`config.mk`:
```
export PLATFORM = sky130hd
export DESIGN_NAME = sda8fir
export DESIGN_NICKNAME = d
export VERILOG_FILES = /design/src/rtl/sda8fir.sv
export SDC_FILE = /design/constraint.sdc
export NUM_CORES = 1
export LEC_CHECK = 0
export ABC_AREA = 1
export BUFFER_PORTS_ARGS = -buffer_cell sky130_fd_sc_hd__buf_2
export CORE_AREA = 2 2 134 136
export DETAILED_ROUTE_END_ITERATION = 10
export DIE_AREA = 0 0 136 138
export GPL_ROUTABILITY_DRIVEN = 0
export GPL_TIMING_DRIVEN = 0
export PLACE_DENSITY = 0.71
export SLEW_MARGIN = 25
export SYNTH_ARGS = -nofsm -noshare
export SYNTH_HDL_FRONTEND = slang
export SYNTH_SLANG_ARGS = --single-unit
export TNS_END_PERCENT = 20
```
`constraint.sdc`:
```
create_clock -name clk -period 5.75 [get_ports clk]
set_input_delay 1.15 -clock clk [delete_from_list [all_inputs] [get_ports clk]]
set_output_delay 1.15 -clock clk [all_outputs]
set_load 0.01 [all_outputs]
```
`src/rtl/sda8fir.sv`:
```
// sda8fir: 8-tap signed FIR evaluated by serial distributed arithmetic.
// Each 9-clock frame loads one sample and then walks its 8 bit-planes LSB first.
module sda8fir #(
    parameter logic signed [7:0] C0 = 8'sd3,
    parameter logic signed [7:0] C1 = 8'sd10,
    parameter logic signed [7:0] C2 = 8'sd25,
    parameter logic signed [7:0] C3 = 8'sd40,
    parameter logic signed [7:0] C4 = 8'sd40,
    parameter logic signed [7:0] C5 = 8'sd25,
    parameter logic signed [7:0] C6 = 8'sd10,
    parameter logic signed [7:0] C7 = 8'sd3
) (
    input  logic        clk,
    input  logic        RstN,
    input  logic [7:0]  X,
    output logic [15:0] Yn
);

    localparam logic [63:0] COEFS = {C7, C6, C5, C4, C3, C2, C1, C0};

    function automatic logic signed [11:0] lut_entry(input logic [7:0] a);
        logic signed [11:0] s;
        logic signed [7:0]  c;
        s = '0;
        for (int unsigned k = 0; k < 8; k++) begin
            c = COEFS[8*k +: 8];
            if (a[k]) s = s + 12'(c);
        end
        return s;
    endfunction

    // Constant ROM: entry a is the sum of the coefficients whose tap bit is set in a.
    logic signed [11:0] lut [256];
    for (genvar a = 0; a < 256; a++) begin : g_lut
        assign lut[a] = lut_entry(8'(a));
    end

    logic [3:0]         cnt;
    logic [7:0]         xd [8];
    logic [7:0]         sr [8];
    logic signed [19:0] acc;
    logic signed [19:0] term;
    logic signed [19:0] next_acc;
    logic [7:0]         addr;
    logic [2:0]         bsel;

    always_comb begin
        addr = '0;
        for (int unsigned k = 0; k < 8; k++) begin
            addr[k] = sr[k][0];
        end
        bsel = 3'(cnt - 4'd1);
        term = 20'(lut[addr]) <<< bsel;
        // Bit-plane 7 carries negative weight in two's complement.
        if (bsel == 3'd7) begin
            next_acc = acc - term;
        end else begin
            next_acc = acc + term;
        end
    end

    always_ff @(posedge clk or posedge RstN) begin
        if (RstN) begin
            cnt <= '0;
            acc <= '0;
            Yn  <= '0;
            for (int unsigned k = 0; k < 8; k++) begin
                xd[k] <= '0;
                sr[k] <= '0;
            end
        end else if (cnt == 4'd0) begin
            xd[0] <= X;
            sr[0] <= X;
            for (int unsigned k = 1; k < 8; k++) begin
                xd[k] <= xd[k-1];
                sr[k] <= xd[k-1];
            end
            acc <= '0;
            cnt <= 4'd1;
        end else begin
            acc <= next_acc;
            for (int unsigned k = 0; k < 8; k++) begin
                sr[k] <= {1'b0, sr[k][7:1]};
            end
            if (cnt == 4'd8) begin
                Yn  <= next_acc[15:0];
                cnt <= '0;
            end else begin
                cnt <= cnt + 4'd1;
            end
        end
    end

endmodule

```
==> results.cfg <==
[clock_tree]
cts_resized = 0
cts.sinks = 156
cts-root-buf = clkbuf_16
clock_path_buffers = 2
clk_pin_slew_ns = 0.06
htree_levels = 4
cts_tree = yes
cts.hold.buffers_added = 0
insertion_delay_ns = 0.43
numCtsBuffers = 17
postCtsSetupRepairBufs = 0

[grt]
globalRoute.busiestLayer = met2
grt_max_degree = 85
gr-usage-met1_pct = 30.0
grtUsageMet2_pct = 32.5
overflow = 0
grt_util_all_layers_pct = 21.2
grt_pass1_vias = 6717
use_met3_pct = 4.47
antenna_found_initial = 0
grt_first_pass_wirelength_um = 31900

[setup_path]
worst_r2r_path_depth = 30
critPathLaunchType = flop
reg2reg_to = Yn[15]
r2r_slack_ns = 0.71
critPathKind = flop to flop
cp_top_family = simple AND/OR/NAND/NOR gates
critPathMaxStageDelay_ns = 0.59
arrival_ns = 5.35
cp_max_fo = 10
critPathCaptureType = flop
slowest_stage = dfrtp_1
critical_path.most_common_cell = nand2_1
r2r_start = addr[1]
cp_num_buf_inv = 6
crit_required_ns = 6.07

[logic_synthesis]
syn-num-nets = 1126
syn-instance-count = 1079
synth_edf_count = 0
yosysMostFrequentCell = nand2_1
synth_common_cells = nand2_1, dfrtp_1, nand3_1
ys_ff_latch = 156
yosys.area.top_type_share_pct = 46.2
ys_types = 44
synth-main-ff-cell = dfrtp_1
synth_top_area_cell = dfrtp_1
syn_area_mm2 = 0.00846
async_flop_share_pct = 100
yosys-top-cells-area = dfrtp_1, nand2_1, ha_1
ys_warn_count = 0
yosysSeqAreaShare_pct = 46.2
syn_area_per_cell_um2 = 7.84

[floorplanning]
dieWidth_um = 136
initial_core_util_pct = 48.2
coreArea_mm2 = 0.0175
floorplan.die_area_mm2 = 0.0188
die_y_um = 138
io_pins = 26
num_rows = 49

[finish]
nets = 1171
antenna_cells = 0
area_growth_pct = 12.1
instances_no_fill = 1364
drive_gt1_share_pct = 11.5
post-route-util_pct = 54.0

[min_path]
hold-path-cell-count = 2
min_to = sr[51]
min_path_type = flop to flop
hold_start = sr[52]

[sta]
rsz0062_at_grt = false
min_period_over_period_pct = 87.6
fin_skew_ns = 0.0158
worst_slew_pin_slew_ns = 0.660
slew_headroom_pct = 56.0
setup_viol = 0
timing.final.ws_setup_ns = 0.713
period_minus_slack_ns = 5.04
slew_viol_final = 0
worst_hold_slack_ns = 0.437
hold_viol_final = 0
fmax_mhz = 199

[power]
power_density_mw_per_mm2 = 328
leakagePower_nw = 5.12
ir_drop_mv = 0.357

[routing]
wl_per_cell_um = 13.8
drt_first_pass_iters = 5
vias_per_cell = 5.16
drt_iter0_drc = 517
ant_nets = 0
drt-total-wl_um = 18800
drcViolationCount = 0
vias = 7040

[placed_design]
dp_cells = 1334
place_ws_ns = 0.818
placement.io_buffers = 25
hpwlAfterDp_um = 13700

[flow_run]
drv_cap = 0

[outcome]
status = finished, final reports clean
==> cells by family (layout without fill, tap and decap cells) <==
family,Yosys count,count (layout),share of synthesized area [%]
adders and majority gates,37,37,5.56
DFF,156,156,46.2
and+or+nand+nor,618,618,31.4
AOI/OAI and AO/OA,112,112,7.41
buffers and inverters,129,185,6.61
xor gates and xnor gates,27,27,2.80
==> per-stage QoR <==
step                      total power, mW  setup TNS [ns]  area, um2
after floorplan                      1.81               0       8460
after global placement               1.99         -191.32       8870
after detailed placement             2.02               0       8900
after CTS                            3.13               0       9480
after global routing                 3.28               0       9480
final                                3.11               0       9480
==> cells in the final DEF (no fill, tap or decap), drive strengths merged <==
cell | Yosys | routed
nand3 | 94 | 94
o21bai | 9 | 9
nand4 | 10 | 10
nand2 | 446 | 446
o22ai | 1 | 1
clkbuf | 22 | 43
o221ai | 2 | 2
o21a | 1 | 1
o31ai | 1 | 1
a31oi | 2 | 2
a21o | 1 | 1
clkinv | 2 | 6
xor2 | 20 | 20
o211ai | 1 | 1
ha | 36 | 36
inv | 85 | 87
a21oi | 34 | 34
buf | 20 | 46
o2111ai | 1 | 1
nor3 | 1 | 1
clkinvlp | 0 | 1
dfrtp | 156 | 156
nor2 | 64 | 64
fa | 1 | 1
o21ai | 59 | 59
bufinv | 0 | 2
or2 | 3 | 3
xnor2 | 7 | 7
==> report_power, final <==
part	switching [mW]	internal (mW)	total [mW]
sequential	0.0580	1.22	1.28
combinational	0.462	0.271	0.733
clock	0.439	0.659	1.10
==> metal layers <==
metal	share of wire, %	up-vias	wire [um]
met3	5.1	36	965
met1	47	3276	8790
li1	-	3522	-
met2	46	206	8620
met4	2.3	0	437
met5	0	-	0
==> sequential cells by signal, summed over array words and instances, names as in the netlist <==
name and cells:
sr 56, xd 56, Yn 16, acc 16, addr 8, cnt 4
==> final cells by class <==
type                    count  area, um2
repair buffers             26        153
clock inverters             9        113
multi-input cells         794       3990
fillers                  1668       8060
plain buffers              42        220
clock buffers              21        460
inverters                  87        347
well taps                 229        287
flip-flops and latches    156       3900
==> worst min-delay path, delay by kind of cell, from the launching register on <==
family / cells / cell delay [ns]
flip-flops: 1 / 0.32
AND/OR/NAND/NOR: 2 / 0.09
==> how the worst max path moves through the flow <==
stage                       start  endpoint  cells past startpoint
after floorplan              RstN     Yn[0]                      1
after global placement       RstN   addr[4]                      2
after detailed placement  addr[1]    Yn[15]                     30
after CTS                 addr[1]    Yn[15]                     30
after global routing      addr[1]    Yn[15]                     31
final                     addr[1]    Yn[15]                     30
Note: power is estimated with default switching activity, not from simulation.
